File: src/rtl/pipe_tracker.sv
// Per-stage valid/PC tracker for the five-stage pipeline, with saturating
// retire/stall/flush counters and a sticky ordering-error flag.
module pipe_tracker #(
  parameter int unsigned CNT_W = 32
) (
  input  logic             clk,
  input  logic             rst,
  input  logic             if_rst,
  input  logic             id_rst,
  input  logic             exe_rst,
  input  logic             mem_rst,
  input  logic             wb_rst,
  input  logic             if_en,
  input  logic             id_en,
  input  logic             exe_en,
  input  logic             mem_en,
  input  logic             wb_en,
  input  logic [31:0]      pc_in,
  input  logic             cnt_clr,
  output logic             if_valid,
  output logic             id_valid,
  output logic             exe_valid,
  output logic             mem_valid,
  output logic             wb_valid,
  output logic [31:0]      if_pc,
  output logic [31:0]      id_pc,
  output logic [31:0]      exe_pc,
  output logic [31:0]      mem_pc,
  output logic [31:0]      wb_pc,
  output logic             retire,
  output logic [31:0]      retire_pc,
  output logic [CNT_W-1:0] retire_cnt,
  output logic [CNT_W-1:0] stall_cnt,
  output logic [CNT_W-1:0] flush_cnt,
  output logic             order_err
);

  localparam logic [CNT_W-1:0] CNT_MAX = '1;

  // Index 0 is IF, 4 is WB.
  logic [4:0]  en_v;
  logic [4:0]  fl_v;
  logic [4:0]  adv_v;
  logic [4:0]  valid_q;
  logic [4:0]  prev_valid;
  logic [31:0] pc_q    [5];
  logic [31:0] prev_pc [5];

  logic [3:0]  kill_v;
  logic [3:0]  dup_v;
  logic [2:0]  flush_n;
  logic        stall_evt;
  logic        order_set;
  logic [CNT_W:0] flush_sum;

  assign en_v  = {wb_en, mem_en, exe_en, id_en, if_en};
  assign fl_v  = {wb_rst, mem_rst, exe_rst, id_rst, if_rst};
  assign adv_v = en_v & ~fl_v;

  assign prev_valid = {valid_q[3:0], 1'b1};

  always_comb begin
    prev_pc[0] = pc_in;
    for (int unsigned i = 1; i < 5; i++) begin
      prev_pc[i] = pc_q[i-1];
    end
  end

  always_ff @(posedge clk or negedge rst) begin
    if (!rst) begin
      valid_q <= '0;
      for (int unsigned i = 0; i < 5; i++) begin
        pc_q[i] <= '0;
      end
    end else begin
      for (int unsigned i = 0; i < 5; i++) begin
        if (fl_v[i]) begin
          valid_q[i] <= 1'b0;
          pc_q[i]    <= '0;
        end else if (en_v[i]) begin
          valid_q[i] <= prev_valid[i];
          pc_q[i]    <= prev_pc[i];
        end
      end
    end
  end

  // Stage X (1..4) destroys the valid instruction still sitting in its predecessor.
  assign kill_v  = fl_v[4:1] & valid_q[3:0] & ~adv_v[3:0];
  assign flush_n = 3'(kill_v[0]) + 3'(kill_v[1]) + 3'(kill_v[2]) + 3'(kill_v[3]);

  // Predecessor holds a valid instruction while the successor loads a copy of it.
  assign dup_v     = valid_q[3:0] & ~en_v[3:0] & ~fl_v[3:0] & en_v[4:1] & ~fl_v[4:1];
  assign order_set = |dup_v;

  // A frozen IF counts only when some later stage keeps moving (not debug freeze).
  assign stall_evt = ~if_en & ~if_rst & (|en_v[4:1]);

  assign retire    = valid_q[4] & wb_en & ~wb_rst;
  assign retire_pc = pc_q[4];

  assign flush_sum = {1'b0, flush_cnt} + (CNT_W+1)'(flush_n);

  always_ff @(posedge clk or negedge rst) begin
    if (!rst) begin
      retire_cnt <= '0;
      stall_cnt  <= '0;
      flush_cnt  <= '0;
      order_err  <= 1'b0;
    end else if (cnt_clr) begin
      retire_cnt <= '0;
      stall_cnt  <= '0;
      flush_cnt  <= '0;
      order_err  <= 1'b0;
    end else begin
      if (retire && retire_cnt != CNT_MAX) retire_cnt <= retire_cnt + 1'b1;
      if (stall_evt && stall_cnt != CNT_MAX) stall_cnt <= stall_cnt + 1'b1;
      if (flush_sum[CNT_W]) flush_cnt <= CNT_MAX;
      else                  flush_cnt <= flush_sum[CNT_W-1:0];
      if (order_set) order_err <= 1'b1;
    end
  end

  assign if_valid  = valid_q[0];
  assign id_valid  = valid_q[1];
  assign exe_valid = valid_q[2];
  assign mem_valid = valid_q[3];
  assign wb_valid  = valid_q[4];
  assign if_pc     = pc_q[0];
  assign id_pc     = pc_q[1];
  assign exe_pc    = pc_q[2];
  assign mem_pc    = pc_q[3];
  assign wb_pc     = pc_q[4];

endmodule

File: config.mk
export PLATFORM = sky130hd
export DESIGN_NAME = pipe_tracker
export DESIGN_NICKNAME = d
export VERILOG_FILES = /design/src/rtl/pipe_tracker.sv
export SDC_FILE = /design/constraint.sdc
export NUM_CORES = 1
export LEC_CHECK = 0
export ABC_AREA = 1
export BUFFER_PORTS_ARGS = -buffer_cell sky130_fd_sc_hd__buf_2
export CAP_MARGIN = 15
export CORE_MARGIN = 2
export CORE_UTILIZATION = 40
export DETAILED_ROUTE_END_ITERATION = 16
export GPL_ROUTABILITY_DRIVEN = 1
export PLACE_DENSITY = 0.72
export SYNTH_ARGS = -nofsm -noshare
export SYNTH_HDL_FRONTEND = slang
export SYNTH_SLANG_ARGS = --single-unit
File: constraint.sdc
create_clock -name clk -period 5.45 [get_ports clk]
set_input_delay 0.2725 -clock clk [delete_from_list [all_inputs] [get_ports clk]]
set_output_delay 0.2725 -clock clk [all_outputs]
set_load 0.05 [all_outputs]
==> results.txt, run 1 <==
The flow ran to the end, and the final reports show no timing, DRC or antenna violations. The number of hold violations in the final report came to 0. The critical path is of the in -> reg type. The worst ir drop on vdd came out at 0.2299 mV. At the end of routability-driven placement, the weighted congestion stood at ~0.91. The die is 183.6 µm tall. The data required time at the worst endpoint is 5.95 ns. The die outline area came out at 33,710 µm². The floorplan step defined a core boundary enclosing approximately 32,000 µm². The final-stage net count came out at between 1,500 and 2,000.

The post-CTS clock slew at the launch and capture registers of the worst setup and hold paths came out at 0.06 ns. The number of levels in the clock H-tree is 1. The Yosys step of the flow raised 0 warnings. The clock sink total came out at 262. Yosys instantiated no cell more often than sky130_fd_sc_hd__nand2_1.

The largest net degree at the start of global routing came out at 159. Of the cells placed in the final design, the portion with a size suffix greater than 1 is 0.2313. The synthesized-area fraction occupied by ao, oa, aoi and oai cells was 0.09919. The share of the synthesized area in the top cell type came out at 0.5080. The synthesized netlist occupies a cell area of 12,900 µm². The start point of the critical path is if_rst. The tool flagged a number of max-cap violations equal to 0. The slowest stage of the critical path belongs to the cell sky130_fd_sc_hd__dlygate4sd3_1. The first global-routing pass estimated 65,120 µm of wire. The number of antenna violations at the first check in global routing is 0. The number of detailed-route iterations in the first pass came out at 6.

The cell that appears most often on the critical path is sky130_fd_sc_hd__nand2_1. Across the routed clock network, the largest skew measured is 0.009559 ns. Counting flops with a built-in enable in the synthesized netlist gives 0. The detailed-route DRC error count is 0. The per-cell routed wire length came out at about 18 µm. The detailed router's first-iteration violation count came out at 902. The final global-route overflow total came out at 0. The largest family of logic cells by synthesized area is simple AND/OR/NAND/NOR gates. The total of cells resized after clock tree synthesis came out at 0. The register-to-register setup slack is 1.93 ns.

The depth of the worst register-to-register path came out at 13. The signal arrival time at the worst endpoint is 4.54 ns. The transition time at the pin with the least slew margin is approximately 1.1 ns. The number of distinct library cells after synthesis came out at 37.

The per-cell via count in the routed design came out at 5.147. The setup violation total in the final timing report came out at 0. Summed over all cells, the static leakage comes to 8.275 nW. The simple-gate portion of the synthesized area is 0.2454. Of the synthesized area, sequential elements account for 0.5080. The growth of design area from synthesis to finish came out at 24.25%.

The synthesized design contains 262 register bits. The via count of the first global-routing pass came to 11,570. The number of standard-cell rows in the floorplan is 65. The boundary pin count came out at 340. In this run the worst setup path terminates at flush_cnt[25]. The die is between 150 and 200 µm wide. CTS placed an instance of sky130_fd_sc_hd__clkbuf_16 at the clock tree root. The initial standard-cell utilization of the core is 0.4079. Once detail routing completed, the nets flagged for antenna violations numbered 0.

The accumulated negative setup slack came out at 0 ns. After clock tree synthesis, the setup repair step added 0 buffers. Based on the critical path, the design can be clocked at up to 0.2475 GHz. The commonest cells after synthesis are 377 x sky130_fd_sc_hd__nand2_1, 270 x sky130_fd_sc_hd__inv_1, 262 x sky130_fd_sc_hd__dfrtp_1, 149 x sky130_fd_sc_hd__nor2_1, 133 x sky130_fd_sc_hd__o22ai_1.

After clock tree synthesis, the flow added hold-fix buffers numbering 34. The count of buffers inserted at the top-level ports is 339. STA classifies the critical path endpoint as a flop. The half-perimeter wire length after detailed placement came out at around 30,000 µm. STA classifies the critical path startpoint as an input port. The reg-to-reg critical path endpoint is flush_cnt[25]. The cell count after synthesis came out at 1,605.

Ranked by total cell area, the synthesized netlist is headed by sky130_fd_sc_hd__dfrtp_1 51%, sky130_fd_sc_hd__nand2_1 11%, sky130_fd_sc_hd__inv_1 7.9%, sky130_fd_sc_hd__o22ai_1 6.4%, sky130_fd_sc_hd__nand3_1 4.5%. The total vias in the final route is between 10,000 and 15,000. Each instance of the synthesized netlist takes up on average 8.040 µm².

The share of flip-flops with an asynchronous set or reset came out at 1.000. The number of max-slew violations in the final report came out at 0. The arithmetic-cell share of the synthesized area counting full adders, half adders and majority gates is 0.007563. Of the available clock period, the critical path in the final layout requires 0.7413. After synthesis, the share of cell area in mux cells is 0. In this run, CTS created clock tree buffers numbering 30. Setup repair after global routing left no endpoint under its margin. The tightest slew margin relative to the limit is 0.2587.

The most instantiated flip-flop cell in the synthesis netlist is sky130_fd_sc_hd__dfrtp_1. The antenna diode count came out at 0. The class of the tightest hold or removal check is in -> reg. sky130_fd_sc_hd__dfrtp_1 takes more of the synthesized area than any other cell. At the later pin of the worst-skew pair, clock insertion delay measures 0.56 ns.

The maximum root-to-sink buffer count is 3. The final critical-path required period came out at 4.040 ns. The ratio of total power to cell area is between 200 and 300 nW/µm². The total routing resource utilization after global routing came out at 0.2456. The worst register-to-register path begins at valid_q[0]. The routed wire length is 41,740 µm. TritonCTS built the clock tree.

The xor-xnor portion of the synthesized cell area came out at 0.02036. When the netlist entered floorplanning its net count stood at 1,656. The worst-path maximum fanout came out at 34. On the worst path, the slowest cell contributes a delay of between 0.5 and 0.6 ns. The signal on the critical path passes through dlygate4sd3_1 -> buf_2 -> inv_2 -> nand2_1 -> nand3_1 -> fa_1 -> fa_1 -> inv_1 -> fa_1 -> nand2_1 -> nor2_4 -> nand2_1 -> nor2_2 -> nand3_2 -> nand3_1 -> nand2_1 -> inv_1. The final total power is 4.358 mW.
[cells in the final DEF (no fill, tap or decap), drive strengths merged]
cell type,count
nand2,389
nand3b,11
nor3,6
o21ai,51
ha,3
nand3,117
nor3b,1
clkbuf,39
bufinv,1
a21oi,22
o2111ai,2
inv,278
o21bai,4
buf,348
or2,14
nand4,17
a31oi,5
fa,3
nor2,167
o22ai,133
clkinvlp,2
xor2,19
clkinv,13
dlygate4sd3,34
dfrtp,262
xnor2,11
and2,2
[stage by stage]
stage	hold slack [ns]	setup WS, ns	instances	instance area (µm²)	utilization
floorplan	-0.02309	2.173	1605	12900	-
global placement	0.3583	1.541	2268	14710	0.4649
detailed placement	0.3674	1.372	2268	14710	0.4649
CTS	0.007792	1.398	2355	16010	0.5060
global route	0.04106	1.052	2356	16030	0.5068
finish	0.03923	1.410	2356	16030	0.5068
[registers in the layout, indices dropped and copies added, names as in the netlist, 32 cells and up]
name        count
exe_pc         32
flush_cnt      32
id_pc          32
if_pc          32
mem_pc         32
retire_cnt     32
retire_pc      32
stall_cnt      32
[kinds of logic (layout without fill, tap and decap cells)]
group,after synthesis,after routing
compound gates,217,217
xor+xnor,30,30
fa+ha+maj,6,6
buf+inv,366,715
flops,262,262
simple gates,724,724
[worst max-delay path: cells and delay by family]
kind | cells | cell delay [ns]
buffers and inverters | 5 | 1.33
and+or+nand+nor | 9 | 1.75
adders and majority gates | 3 | 1.17
[power by group]
| group | internal (mW) | switching (mW) |
|---|---|---|
| Sequential | 1.98 | 0.0204 |
| Clock | 1.13 | 0.832 |
| Combinational | 0.0887 | 0.305 |
| Total | 3.20 | 1.16 |
[final cells by class]
type	count	area [µm²]
Clock buffer	39	844.6
Clock inverter	14	115.1
Fill cell	3004	15600
Inverter	280	1061
Multi-Input combinational cell	977	4807
Sequential cell	262	6556
Tap cell	402	503.0
Timing Repair Buffer	382	2147
[how the worst min path moves through the flow]
stage / from / to / cells past startpoint
finish: mem_en / mem_pc[16] / 4
global route: mem_en / mem_pc[16] / 4
CTS: mem_en / mem_pc[16] / 4
detailed placement: rst / retire_pc[9] / 1
global placement: rst / if_pc[10] / 1
floorplan: rst / exe_pc[0] / 0
[per-layer routing]
metal | vias to the layer above | part of all wire | GRT usage
li1 | 5725 | - | -
met3 | 105 | 0.065 | 0.03566
met4 | 0 | 0.039 | 0.09088
met1 | 5812 | 0.44 | 0.3373
met2 | 485 | 0.46 | 0.3958
met5 | - | 0 | 0
Note: power is estimated with default switching activity, not from simulation.
==> inputs of run 2 (changes only) <==
--- a/config.mk
+++ b/config.mk
@@ -5,14 +5,14 @@
 export SDC_FILE = /design/constraint.sdc
 export NUM_CORES = 1
 export LEC_CHECK = 0
-export ABC_AREA = 1
+export ABC_AREA = 0
 export BUFFER_PORTS_ARGS = -buffer_cell sky130_fd_sc_hd__buf_2
 export CAP_MARGIN = 15
 export CORE_MARGIN = 2
 export CORE_UTILIZATION = 40
 export DETAILED_ROUTE_END_ITERATION = 16
 export GPL_ROUTABILITY_DRIVEN = 1
-export PLACE_DENSITY = 0.72
+export PLACE_DENSITY = 0.75
 export SYNTH_ARGS = -nofsm -noshare
 export SYNTH_HDL_FRONTEND = slang
 export SYNTH_SLANG_ARGS = --single-unit
==> constraint.sdc (replaced) <==
create_clock -name clk -period 3.6 [get_ports clk]
set_input_delay 0.18 -clock clk [delete_from_list [all_inputs] [get_ports clk]]
set_output_delay 0.18 -clock clk [all_outputs]
set_load 0.05 [all_outputs]
==> run 2 against run 1 <==
  * Wire length shrank 15%
  * Core utilization up 0.085 points
  * Count of clock-buffer cells in the layout rose by 5
  * First-iteration DRC count down 39%
  * Hold slack improved by 0.078 ns
  * Combinational power up 55%
  * Synthesized area fell by 5.0%
  * Cell area down 3.9%
  * Power up 50%
  * Synthesized cell count down 28%
  * Global-route usage is 3.3 points lower
  * Via count shrank 15%
==> results.txt, run 2 <==
The peak per-stage delay on the critical path is 0.53 ns (about the same). Cells along the critical path: o211ai_1 -> fa_1 -> fa_1 -> inv_1 -> fa_1 -> nand4_1 -> nor3_2 -> and3_2 -> nand3_2 -> buf_4 -> a21oi_1 (was dlygate4sd3_1 -> buf_2 -> inv_2 -> nand2_1 -> nand3_1 -> fa_1 -> fa_1 -> inv_1 -> fa_1 -> nand2_1 -> nor2_4 -> nand2_1 -> nor2_2 -> nand3_2 -> nand3_1 -> nand2_1 -> inv_1). The tightest slew margin relative to the limit is 0.2784 (was 0.2587). The master cell of the clock root buffer is sky130_fd_sc_hd__clkbuf_16 (unchanged).

The most frequent cell on the critical path was sky130_fd_sc_hd__fa_1 (was sky130_fd_sc_hd__nand2_1). The number of antenna violations at the first check in global routing is 1 (was 0). The clock sink total came out at 262 (unchanged). The remaining number of nets flagged by the antenna check after routing is 0 (unchanged). The data required time at the worst endpoint was 4.05 ns (was 5.95 ns). The number of CTS-inserted buffers is 30 (unchanged).

The overall die width came out at 179.1 µm (was 183.6 µm). The netlist area before placement came out at 12,260 µm² (was 12,900 µm²). Ranking of synthesized cells by instance count: 262 x sky130_fd_sc_hd__dfrtp_1, 186 x sky130_fd_sc_hd__nor2_1, 166 x sky130_fd_sc_hd__mux2i_1, 82 x sky130_fd_sc_hd__a21oi_1, 45 x sky130_fd_sc_hd__clkbuf_1 (was 377 x sky130_fd_sc_hd__nand2_1, 270 x sky130_fd_sc_hd__inv_1, 262 x sky130_fd_sc_hd__dfrtp_1, 149 x sky130_fd_sc_hd__nor2_1, 133 x sky130_fd_sc_hd__o22ai_1). The most instantiated flip-flop cell in the synthesis netlist is sky130_fd_sc_hd__dfrtp_1 (unchanged). The growth of design area from synthesis to finish came out at 25.68% (was 24.25%). The first-pass GRT wire length came out at 54,050 µm (was 65,120 µm). The library cell occupying the most area in the post-synthesis netlist is sky130_fd_sc_hd__dfrtp_1 (unchanged).

The critical path class is reg -> reg (was in -> reg). The vertical die dimension is 179.1 µm (was 183.6 µm). The initial standard-cell utilization of the core was 0.4039 (was 0.4079). The worst-path maximum fanout is 22 (was 34). The total number of yosys warnings came out at 0 (unchanged).

The routed wire length came out at 35,600 µm (was 41,740 µm). The total routing resource utilization after global routing came out at 0.2127 (was 0.2456). The number of levels in the clock H-tree came to 1 (unchanged).

The endpoint kind of the worst setup timing path is a flop (unchanged). The number of flops mapped to enable cells by yosys came out at 0 (unchanged). The number of max-cap violations is 0 (unchanged). Result of the run: completed (unchanged). The ratio of total power to cell area was 423.3 nW/µm² (was 271.8 nW/µm²). The fraction of layout cells with a size suffix above 1 is 0.2854 (was 0.2313). The share of the synthesized area in the top cell type came out at 0.5348 (was 0.5080). The total vias in the final route is 10,360 (was 12,130). The share of synthesized area occupied by flip-flops and latches came to 0.5348 (was 0.5080). The critical path's top delay family is adder cells (was simple AND/OR/NAND/NOR gates). The final critical-path required period came out at 3.447 ns. The weighted congestion reported at the end of routability-driven placement is 0.8294 (was 0.9082). The per-cell via count in the routed design is 5.472 (was 5.147). The class of the tightest hold or removal check is in -> reg (unchanged). The setup violation total in the final timing report came to 0 (unchanged). The signal arrival time at the worst endpoint came out at 3.90 ns (was 4.54 ns). The number of filler instances in the final layout is 2,699 (was 3,004). The number of distinct library cells after synthesis is 55 (was 37). The number of hold violations in the final report is 0 (unchanged). The detailed-route DRC error count is 0 (unchanged). The leakage power of the design was 8.069 nW (was 8.275 nW).

The clock latency on the worst-skew pair is 0.55 ns (was 0.56 ns). The post-CTS clock slew at the launch and capture registers of the worst setup and hold paths came out at 0.06 ns (about the same). The share of flip-flops with an asynchronous set or reset is 1.000 (unchanged). The leading cell type by number of instances after synthesis is sky130_fd_sc_hd__dfrtp_1 (was sky130_fd_sc_hd__nand2_1). The most common library cell in the layout ignoring fill and taps is sky130_fd_sc_hd__buf_2 (was sky130_fd_sc_hd__nand2_1).

The critical-path cell with the highest stage delay was sky130_fd_sc_hd__fa_1 (was sky130_fd_sc_hd__dlygate4sd3_1). The boundary pin count came out at 340 (unchanged). Setup repair after global routing missed its margin: no (unchanged). The largest net degree at the start of global routing came to 137 (was 159). The number of detailed-route iterations in the first pass is 5 (was 6). The number of standard-cell rows in the floorplan came to 64 (was 65). The count of buffers inserted at the top-level ports came to 339 (unchanged).

The core region area was 30,350 µm² (was 31,640 µm²). The per-cell routed wire length is 18.80 µm (was 17.72 µm). The CTS tree is yes (unchanged). The smallest hold slack was 0.1174 ns (was 0.03923 ns). In the finished design, the share of the clock period the worst path needs comes to 0.9576. The worst ir drop on vdd is 0.3711 mV (was 0.2299 mV). The accumulated negative setup slack came to 0 ns (unchanged). The number of buffers and inverters on the critical path came out at 2 (was 5).

The sequential standard cell area came out at 6556 µm² (unchanged). The final global-route overflow total is 0 (unchanged). The transition time at the pin with the least slew margin came out at 1.082 ns (was 1.105 ns). Ranking of synthesized cells by area: sky130_fd_sc_hd__dfrtp_1 53%, sky130_fd_sc_hd__mux2i_1 14%, sky130_fd_sc_hd__nor2_1 5.7%, sky130_fd_sc_hd__a21oi_1 3.3%, sky130_fd_sc_hd__buf_4 2.0% (was sky130_fd_sc_hd__dfrtp_1 51%, sky130_fd_sc_hd__nand2_1 11%, sky130_fd_sc_hd__inv_1 7.9%, sky130_fd_sc_hd__o22ai_1 6.4%, sky130_fd_sc_hd__nand3_1 4.5%). The number of max-slew violations in the final report was 0 (unchanged). The net count of the mapped netlist is 1,202 (was 1,656). The maximum root-to-sink buffer count was 3 (unchanged). The area of the multi-input gates came out at 5105 µm² (was 4807 µm²).

The die outline area is 32,060 µm² (was 33,710 µm²). The number of buffers inserted by post-CTS setup repair came out at 0 (unchanged). The type of element launching the critical path is a flop (was input port). Based on the critical path, the design can be clocked at up to 0.2901 GHz.

The via count of the first global-routing pass came out at 9,644 (was 11,570). The average cell area after synthesis is 10.65 µm² (was 8.040 µm²). The synthesized instance count is 1,151 (was 1,605). Highest-count cells in the layout ignoring fill and taps: 338 x sky130_fd_sc_hd__buf_2, 262 x sky130_fd_sc_hd__dfrtp_1, 186 x sky130_fd_sc_hd__nor2_1 (was 377 x sky130_fd_sc_hd__nand2_1, 338 x sky130_fd_sc_hd__buf_2, 270 x sky130_fd_sc_hd__inv_1). The setup skew after layout is 0.01499 ns (was 0.009559 ns). The detailed router's first-iteration violation count came to 552 (was 902). The half-perimeter wire length after detailed placement is 23,700 µm (was 29,800 µm). The number of storage elements in the synthesis netlist came out at 262 (unchanged). The final-stage net count is 1,525 (was 1,984).
[run 2: cell types whose count changed after synthesis, sizes merged, moves of 13 or more]
cell,change
o21ai,-30
o22ai,-133
inv,-260
and3,+13
o31ai,+29
nor2,+19
mux2i,+166
nand2,-352
nand3,-83
or3,+23
or4,+29
a21oi,+60
[run 2: worst paths after layout]
kind	start	to	slack, ns	cells after the start
worst max-delay path	valid_q[0]	flush_cnt[18]	0.15	11
worst min-delay path	exe_en	order_err	0.12	5
worst max register to register	valid_q[0]	flush_cnt[18]	0.15	11
worst min register to register	retire_pc[3]	retire_pc[3]	0.54	2
max in group asynchronous	rst	mem_pc[10]	2.29	3
min in group asynchronous	rst	stall_cnt[7]	0.31	2
[run 2: where the power goes]
group	switching [mW]	internal [mW]	total, mW
logic	0.441	0.169	0.610
registers	0.0441	2.99	3.04
clock network	1.19	1.68	2.88
[run 2: layout make-up]
| class | instances | share of cell area |
|---|---|---|
| Sequential cell | 262 | 0.4255 |
| Multi-Input combinational cell | 768 | 0.3313 |
| Timing Repair Buffer | 395 | 0.1460 |
| Clock buffer | 44 | 0.05741 |
| Tap cell | 396 | 0.03216 |
| Inverter | 17 | 0.004142 |
| Clock inverter | 10 | 0.003248 |
| Antenna cell | 1 | 0.0001624 |
[run 2: layer usage]
| layer | up-vias | GRT usage | part of all wire |
|---|---|---|---|
| li1 | 4719 | - | - |
| met1 | 5152 | 0.2895 | 0.43 |
| met3 | 64 | 0.04729 | 0.083 |
| met5 | - | 0 | 0 |
| met2 | 424 | 0.3357 | 0.46 |
| met4 | 0 | 0.07249 | 0.029 |
[run 2: metrics by stage]
step | util | cell area [µm²] | std cells | worst slack (ns) | total power [mW]
2_1_floorplan | - | 12270 | 1151 | 0.07363 | 3.450
3_3_place_gp | 0.4655 | 14130 | 1804 | 0.2974 | 3.665
3_5_place_dp | 0.4655 | 14130 | 1804 | 0.1356 | 3.671
4_1_cts | 0.5075 | 15400 | 1892 | 0.1319 | 6.586
6_report | 0.5077 | 15410 | 1893 | 0.1527 | 6.522
5_1_grt | 0.5077 | 15410 | 1893 | 0.03149 | 6.759
[run 2: cell families after synthesis]
group | after synthesis | synth area share
compound gates | 151 | 0.07348
xor+xnor | 28 | 0.02000
fa+ha+maj | 6 | 0.007961
simple gates | 411 | 0.1727
mux | 172 | 0.1410
buf+inv | 121 | 0.05001
flops | 262 | 0.5348
[run 2: worst min-delay path, stage by stage]
cell and delay, ns:
sky130_fd_sc_hd__buf_2 0.11, sky130_fd_sc_hd__inv_1 0.08, sky130_fd_sc_hd__nor4b_1 0.06, sky130_fd_sc_hd__o21bai_1 0.14, sky130_fd_sc_hd__a21oi_1 0.06
[run 2: what timing repair did]
action | CTS | global route
endpoints found under the hold margin | 172 | 0
resized for setup | 0 | 1
hold buffers | 34 | 0
setup endpoints to repair | 0 | 1
==> inputs of run 3 (changes only) <==
--- a/config.mk
+++ b/config.mk
@@ -12,7 +12,7 @@
 export CORE_UTILIZATION = 40
 export DETAILED_ROUTE_END_ITERATION = 16
 export GPL_ROUTABILITY_DRIVEN = 1
-export PLACE_DENSITY = 0.75
+export PLACE_DENSITY = 0.66
 export SYNTH_ARGS = -nofsm -noshare
 export SYNTH_HDL_FRONTEND = slang
 export SYNTH_SLANG_ARGS = --single-unit
==> run 3 against run 2 <==
  * Critical path depth unchanged
  * Via count decreased by 0.98%
  * Cell count increased by 0.37%
  * Sequential share of layout area decreased by 0.34 points
  * Cell area increased by 0.80%
  * Hold slack got worse by 0.059 ns
  * Wire length about the same
  * Non-clock buffer count increased by 4
  * Sequential power about the same
  * Critical endpoint is now flush_cnt[14]
==> results.txt, run 3 (synthesis results as in run 2) <==
The overall die width is 179.1 µm (unchanged). Highest-count cells in the layout ignoring fill and taps: 338 x sky130_fd_sc_hd__buf_2, 262 x sky130_fd_sc_hd__dfrtp_1, 186 x sky130_fd_sc_hd__nor2_1 (unchanged). The tightest slew margin relative to the limit came out at 0.3498 (was 0.2784). The total vias in the final route is 10,260 (was 10,360). The transition time at the pin with the least slew margin came out at 0.9678 ns (was 1.082 ns). The number of hold violations in the final report is 0 (unchanged). The number of CTS-inserted buffers came out at 30 (unchanged). The endpoint kind of the worst setup timing path is a flop (unchanged). The accumulated negative setup slack came out at 0 ns (unchanged). The type of element launching the critical path is a flop (unchanged). The vertical die dimension came out at 179.1 µm (unchanged). The post-CTS clock slew at the launch and capture registers of the worst setup and hold paths came out at 0.06 ns (about the same).

The worst-path maximum fanout is 22 (unchanged). The CTS tree is yes (unchanged). The detailed router's first-iteration violation count was 605 (was 552). The highest attainable clock frequency came out at 0.2993 GHz (was 0.2901 GHz). The leakage power of the design is 8.128 nW (was 8.069 nW). The setup skew after layout came out at 0.009621 ns (was 0.01499 ns). The setup violation total in the final timing report is 0 (unchanged). The remaining number of nets flagged by the antenna check after routing is 0 (unchanged).

The most common library cell in the layout ignoring fill and taps is sky130_fd_sc_hd__buf_2 (unchanged). The number of filler instances in the final layout is 2,782 (was 2,699). The half-perimeter wire length after detailed placement was 24,360 µm (was 23,700 µm).

The hold buffer count at CTS came out at 33 (was 34). The worst ir drop on vdd came out at 0.3130 mV (was 0.3711 mV). The number of buffers and inverters on the critical path came out at 2 (unchanged). The class of the tightest hold or removal check is in -> reg (unchanged). Result of the run: completed (unchanged). The number of antenna violations at the first check in global routing came out at 2 (was 1).

The fraction of layout cells with a size suffix above 1 is 0.2889 (was 0.2854). Cells along the critical path: o211ai_1 -> fa_1 -> fa_1 -> inv_1 -> fa_1 -> nand4_1 -> nor3_2 -> and3_1 -> nand3_2 -> buf_4 -> a21oi_1 (was o211ai_1 -> fa_1 -> fa_1 -> inv_1 -> fa_1 -> nand4_1 -> nor3_2 -> and3_2 -> nand3_2 -> buf_4 -> a21oi_1). The area of the multi-input gates is 5104 µm² (was 5105 µm²). The per-cell via count in the routed design came out at 5.398 (was 5.472). The critical path class is reg -> reg (unchanged). The maximum root-to-sink buffer count came out at 3 (unchanged). The final critical-path required period is 3.341 ns (was 3.447 ns). The routed wire length came out at 35,590 µm (was 35,600 µm). The final-stage net count came out at 1,529 (was 1,525).

The most frequent cell on the critical path is sky130_fd_sc_hd__fa_1 (unchanged). The number of levels in the clock H-tree came out at 1 (unchanged). The per-cell routed wire length is 18.73 µm (was 18.80 µm).

The boundary pin count came out at 340 (unchanged). The clock latency on the worst-skew pair came out at 0.55 ns (about the same). The peak per-stage delay on the critical path is 0.54 ns (was 0.53 ns).

The number of max-cap violations is 0 (unchanged). The number of detailed-route iterations in the first pass came out at 5 (unchanged). The number of buffers inserted by post-CTS setup repair was 0 (unchanged). The worst setup timing slack at the placement stage is 0.1548 ns (was 0.1356 ns). The initial standard-cell utilization of the core was 0.4039 (unchanged).

The die outline area is 32,060 µm² (unchanged). The final worst-path setup slack came out at 0.2592 ns (was 0.1527 ns). Setup repair after global routing missed its margin: no (unchanged). The weighted congestion reported at the end of routability-driven placement came out at 0.8130 (was 0.8294). The via count of the first global-routing pass came out at 9,652 (was 9,644). The critical path's top delay family was adder cells (unchanged).

The critical-path cell with the highest stage delay is sky130_fd_sc_hd__fa_1 (unchanged). The signal arrival time at the worst endpoint came out at 3.81 ns (was 3.90 ns). The growth of design area from synthesis to finish came out at 26.69% (was 25.68%). The total routing resource utilization after global routing is 0.2133 (was 0.2127). The number of max-slew violations in the final report is 0 (unchanged). The data required time at the worst endpoint came to 4.07 ns (was 4.05 ns). The first-pass GRT wire length is 54,210 µm (was 54,050 µm). The master cell of the clock root buffer is sky130_fd_sc_hd__clkbuf_16 (unchanged). The clock sink total is 262 (unchanged). The share of the cycle needed by the critical path after routing is 0.9280 (was 0.9576). The final global-route overflow total was 0 (unchanged).

The ratio of total power to cell area came out at 435.4 nW/µm² (was 423.3 nW/µm²). The sequential standard cell area was 6556 µm² (unchanged). The core region area is 30,350 µm² (unchanged). The total of cells resized after clock tree synthesis was 0 (unchanged). The largest net degree at the start of global routing is 102 (was 137). The detailed-route DRC error count is 0 (unchanged). The count of buffers inserted at the top-level ports is 339 (unchanged). The number of standard-cell rows in the floorplan came out at 64 (unchanged).
## run 3: cell types whose count changed in the layout (fill, tap and decap cells not counted), sizes merged
| cell | change |
|---|---|
| bufinv | +2 |
| buf | +5 |
| clkbuf | +2 |
| clkinv | -3 |
| diode | +1 |
| inv | +1 |
| dlygate4sd3 | -1 |
## run 3: final timing paths
kind	startpoint	endpoint	slack (ns)	cells past startpoint
min in group asynchronous	rst	stall_cnt[9]	0.22	2
setup reg to reg	valid_q[2]	flush_cnt[14]	0.26	11
hold reg to reg	flush_cnt[26]	flush_cnt[26]	0.54	1
hold / removal	wb_rst	retire_pc[20]	0.06	2
setup / recovery	valid_q[2]	flush_cnt[14]	0.26	11
max in group asynchronous	rst	flush_cnt[9]	2.44	3
## run 3: power breakdown
group / internal, mW / total, mW / switching (mW)
Combinational: 0.171 / 0.603 / 0.433
Sequential: 2.99 / 3.04 / 0.0474
Clock: 1.88 / 3.12 / 1.24
## run 3: per-layer routing
layer | vias up | track usage | wire (µm) | share of wire
met4 | 2 | 0.05793 | 776 | 0.022
li1 | 4715 | - | - | -
met1 | 5106 | 0.2879 | 15330 | 0.43
met5 | - | 0 | 13 | 0.00037
met2 | 375 | 0.3506 | 16850 | 0.47
met3 | 59 | 0.04177 | 2629 | 0.074
## run 3: final cells by class
type                       count  area share
tap                          396     0.03190
inverter                      17    0.004109
clock inverter                10    0.007653
timing repair buffer         399      0.1466
multi-input combinational    768      0.3286
clock buffer                  46     0.05865
sequential                   262      0.4221
antenna                        2   0.0003222
## run 3: metrics by stage
stage / hold slack (ns) / util / instances / power, mW / area, µm²
6_report: 0.05802 / 0.5118 / 1900 / 6.762 / 15530
3_5_place_dp: 0.3015 / 0.4668 / 1809 / 3.676 / 14170
5_1_grt: 0.04906 / 0.5117 / 1899 / 7.011 / 15530
2_1_floorplan: -0.1156 / - / 1151 / 3.450 / 12270
3_3_place_gp: 0.2981 / 0.4668 / 1809 / 3.670 / 14170
4_1_cts: 0.03249 / 0.5116 / 1898 / 6.838 / 15530
